### src/rtl/reg_files.sv
`timescale 1ns/10ps
// Two-read, one-write register file with combinational reads and register 0 tied to zero.
// The asynchronous active-low reset clears every register immediately.
module reg_files #(
  parameter int DATA_WIDTH = 32,
  parameter int ADDR_WIDTH = 5
) (
  input  logic                  clk,
  input  logic                  rst,
  input  logic                  we,
  input  logic [ADDR_WIDTH-1:0] raddr1,
  input  logic [ADDR_WIDTH-1:0] raddr2,
  input  logic [ADDR_WIDTH-1:0] waddr,
  input  logic [DATA_WIDTH-1:0] wdata,
  output logic [DATA_WIDTH-1:0] rdata1,
  output logic [DATA_WIDTH-1:0] rdata2
);

  localparam int NREGS = 1 << ADDR_WIDTH;

  logic [DATA_WIDTH-1:0] regs [NREGS];

  // Entry 0 is never written, so it holds its reset value of zero.
  always_ff @(posedge clk or negedge rst) begin
    if (!rst) begin
      for (int i = 0; i < NREGS; i++) begin
        regs[i] <= '0;
      end
    end else if (we && (waddr != '0)) begin
      regs[waddr] <= wdata;
    end
  end

  // No write bypass: a same-address write becomes visible only after the edge.
  assign rdata1 = (raddr1 == '0) ? '0 : regs[raddr1];
  assign rdata2 = (raddr2 == '0) ? '0 : regs[raddr2];

endmodule

### config.mk
export PLATFORM = sky130hd
export DESIGN_NAME = reg_files
export DESIGN_NICKNAME = d
export VERILOG_FILES = /design/src/rtl/reg_files.sv
export SDC_FILE = /design/constraint.sdc
export NUM_CORES = 2
export LEC_CHECK = 0
export CAP_MARGIN = 20
export CORE_UTILIZATION = 45
export DETAILED_ROUTE_END_ITERATION = 6
export GPL_TIMING_DRIVEN = 0
export PLACE_DENSITY = 0.6
export SYNTH_ARGS = -nofsm -noshare
export SYNTH_HDL_FRONTEND = slang
export SYNTH_SLANG_ARGS = --single-unit
### constraint.sdc
create_clock -name clk -period 4.2 [get_ports clk]
set_input_delay 0.42 -clock clk [delete_from_list [all_inputs] [get_ports clk]]
set_output_delay 0.42 -clock clk [all_outputs]
set_load 0.01 [all_outputs]
After elaboration in Yosys (flattened, before gate mapping) --
Index checks and enable logic that the tools add are counted.
Word-level totals: register bits after elaboration 1024, input port bits 50, output and inout port bits 64, logic and storage cells 55
Cells by class: order comparisons 4, muxes and demuxes 11, bitwise logic cells 3, reduce and logical (&&, ||, !) cells 5
Operators with widths (count):
- $bwmux 1024 | 1
- $bmux 32 s5 | 2
- $mux 32 | 7
- $demux 32 s5 | 1
- $ge 6x6->1 const B | 3
- $not 5->6 | 3
- $logic_not 5->1 | 2
- $lt 6x1->1 const B | 1
- $reduce_bool 5->1 | 1
- $logic_and 1x1->1 | 2

Depth between registers and ports, before layout --
depth in word-level cells 6, depth in mapped cells 7, gate-level depth less buffers 4

Worst setup path before layout --
No wires, ideal clock.
path type input to output, start point input raddr1[0], end point output rdata1[0], data arrival time 1860 ps, required time 3780 ps, path slack 1920 ps, stages on the path 7, buffers on the path 3, path through buf_2 > inv_1 > buf_2 > buf_2 > nor2_1 > a22oi_1 > a311oi_1
On the way: longest elaborated chain between the ends 5, elaborated cells on any way between the ends 6, those cells by class 4 x mux; 1 x bitwise; 1 x reduce/logical
RTL lines:
- from (decl) | line 11 | input logic [ADDR_WIDTH-1:0] raddr1,
- $not 5->6 (implied by the code) | line 35 | assign rdata1 = (raddr1 == '0) ? '0 : regs[raddr1];
- $bmux 32 s5 | line 35
- $mux 32 (implied by the code) (2 in a row) | line 35
- $mux 32 (*) | line 35
- to (decl) | line 15 | output logic [DATA_WIDTH-1:0] rdata1,
Mark *: on every way between the ends. The rest lies on a longest branch, timed or not. The select of a mux whose other input is x is not followed.

Worst setup path in the final report --
start point input raddr1[1], end point output rdata1[8]
The elaborated chain is that of the path after synthesis.

==> impl_metrics.json <==
{
  "status": "complete, but fails checks",
  "violations": "negative setup slack",
  "grt_pass1_wl_mm": 282,
  "critPathLaunchType": "primary input",
  "synthCells": 3621,
  "place_congestion": 0.953,
  "slew_headroom": 0.200,
  "drtIter0Drc": 4480,
  "die_h_um": 350,
  "largest_register_ffs": 1024,
  "fin_worst_hold_slack_ps": 269,
  "clock_latency_ps": 710,
  "yosys-top-cells-area": "dfrtp_1 (47%), mux2_2 (22%), mux4_2 (19%)",
  "r2r_cells": 1,
  "cts_buffers": 114,
  "cts-root-buf": "clkbuf_16",
  "syn_area_um2": 54400,
  "htreeDepth": 3,
  "post_drt_via_cell_ratio": 6.63,
  "die_w_um": 350,
  "first_pass_iters": 5,
  "crit_fanout": 11,
  "ys_warn_count": 0,
  "r2r_start": "regs[297]$_DFFE_PN0P_",
  "rows": 127,
  "core_um2": 120000,
  "tightest_slew_ps": 1200,
  "post-route-period-util": 1.03,
  "drv_cap": 0,
  "synth.largest_area_cell": "dfrtp_1",
  "cts.sinks": 1024,
  "vias": 36817,
  "avgSynthCellArea_um2": 15.0,
  "fmax_mhz": 230,
  "synth-edff-count": 0,
  "synth.net_count": 3671,
  "die_area_um2": 122000,
  "required_ps": 3780,
  "synth_seq_cells": 1024,
  "grt_start_max_net_pins": 178,
  "p_leak_nw": 26.4,
  "drive_gt1_frac": 0.503,
  "p_per_area_nw_per_um2": 484,
  "layout_setup_ws_ps": -146,
  "routed_wl_mm": 198,
  "fillers": 10221,
  "wl_per_cell_um": 35.7,
  "reg2reg_setup_slack_ps": 3380,
  "finalHoldViolCount": 0,
  "overflow": 0,
  "skew_ps": 0,
  "path_class": "primary input to primary output",
  "start_util": 0.454,
  "min_period_ps": 4350,
  "clkTransAtPathRegs_ps": 50,
  "cts_tree": "yes",
  "synth-main-ff-cell": "dfrtp_1",
  "synth_top_area_frac": 0.471,
  "final_max_slew_viol_count": 0,
  "drc": 0,
  "grt_setup_unrepaired": "true",
  "clk_path_buf_depth": 3,
  "synth_cell_types": 35,
  "final_cells": 5556,
  "cp-end-kind": "primary output",
  "nets": 3901,
  "max-vdd-ir-drop_mv": 0.401,
  "setup_viol": 12,
  "io_buffers": 103,
  "io_pins": 114,
  "dpl.cell_count": 5347,
  "dp_hpwl_mm": 144,
  "syn2layout_area_growth_pct": 14.0,
  "arrival_ps": 3930,
  "grt_usage": 0.328,
  "reg.largest.list": "regs (1024)",
  "seq_area_frac_synth": 0.471,
  "synth_most_common_cell": "mux2_2",
  "async_flop_share": 1.00,
  "worstSetupStartpoint": "raddr1[1]",
  "hp-class": "primary input to asynchronous set/reset pin",
  "largest_register": "regs",
  "rr_endpoint": "regs[297]$_DFFE_PN0P_",
  "antenna_found_initial": 10,
  "ys_top_cells_by_count": "mux2_2 (1046), dfrtp_1 (1024), mux4_2 (448)",
  "grt_pass1_vias": 36616,
  "antenna_left": 0
}
## timing repair
action | in CTS | in global routing
setup endpoints to repair | 64 | 21
buffers inserted | 0 | 0
hold buffers | 1 | 0
endpoints found under the hold margin | 97 | 0
pin swaps | 1 | 8
gates resized for setup | 78 | 32
## worst max path at each step
stage                             to  cells past startpoint
5_1_grt                   rdata2[14]                      8
3_3_place_gp   regs[120]$_DFFE_PN0P_                      1
6_report                   rdata1[8]                      8
2_1_floorplan              rdata1[0]                      7
4_1_cts                    rdata1[6]                      8
3_5_place_dp              rdata1[15]                      7
## final cells by class
type / count / area, um2 / area share
Clock buffer: 177 / 3540 / 0.0572
Timing Repair Buffer: 115 / 1300 / 0.0210
Multi-Input combinational cell: 2163 / 27100 / 0.438
Antenna cell: 5 / 12.5 / 0.000202
Clock inverter: 27 / 304 / 0.00491
Tap cell: 1612 / 2020 / 0.0325
Inverter: 2 / 7.51 / 0.000121
Sequential cell: 1024 / 25600 / 0.414
Buffer: 431 / 2030 / 0.0328
## stage by stage
step	worst slack [ps]	utilization	power, W	TNS (ps)	instance area (um2)
final	-146	0.517	0.0300	-655	62000
after floorplan	1920	-	0.0171	0	54400
after detailed placement	-1130	0.481	0.0194	-37910	57700
after global routing	-29.0	0.517	0.0310	-29.0	62000
after global placement	-45710	0.479	0.0193	-	57400
after CTS	50.2	0.516	0.0299	0	61800
## power breakdown
group	internal [W]	switching [W]	leakage, nW	total (W)
clock	0.00611	0.00431	1.90	0.0104
sequential	0.0117	0.00138	13.1	0.0131
combinational	0.00358	0.00284	11.3	0.00643
total	0.0214	0.00854	26.4	0.0300
## per-layer routing
metal  global-route usage  share of wire  vias up  routed length, um
li1                     -              -    14513                  -
met3               0.0976           0.11      367              21200
met2                0.467           0.43     1869              85800
met4                0.112          0.033        2               6620
met1                0.476           0.43    20066              84700
met5                    0       0.000055        -                 11
## placed cells by master (no fill, tap or decap), types with 18 or more instances in the layout
cell / netlist / routed
mux4_2: 448 / 448
mux2i_1: 128 / 128
clkdlybuf4s50_1: 0 / 102
nand2_1: 49 / 49
a22oi_1: 64 / 61
a311oi_1: 64 / 34
a311oi_2: 0 / 22
clkbuf_1: 223 / 202
o2111ai_1: 18 / 18
dfrtp_1: 1024 / 1024
mux2_2: 1046 / 1046
clkbuf_16: 0 / 118
o21ai_0: 101 / 101
nor2b_1: 71 / 70
a211oi_1: 64 / 55
buf_4: 34 / 36
clkbuf_8: 0 / 37
a221oi_1: 46 / 46
buf_2: 170 / 168
clkbuf_2: 1 / 38
## kinds of logic after synthesis
family,share of synthesized area
buffers and inverters,0.0363
AOI/OAI and AO/OA,0.0484
and+or+nand+nor,0.0161
DFF,0.471
muxes,0.428
## critical path: stages
cell             delay (ps)
buf_2                   350
buf_4                   420
buf_4                   380
buf_4                   360
mux4_2                  350
a211oi_1                800
a311oi_1                250
clkdlybuf4s50_1         570
Power figures use the tool's default switching activity.
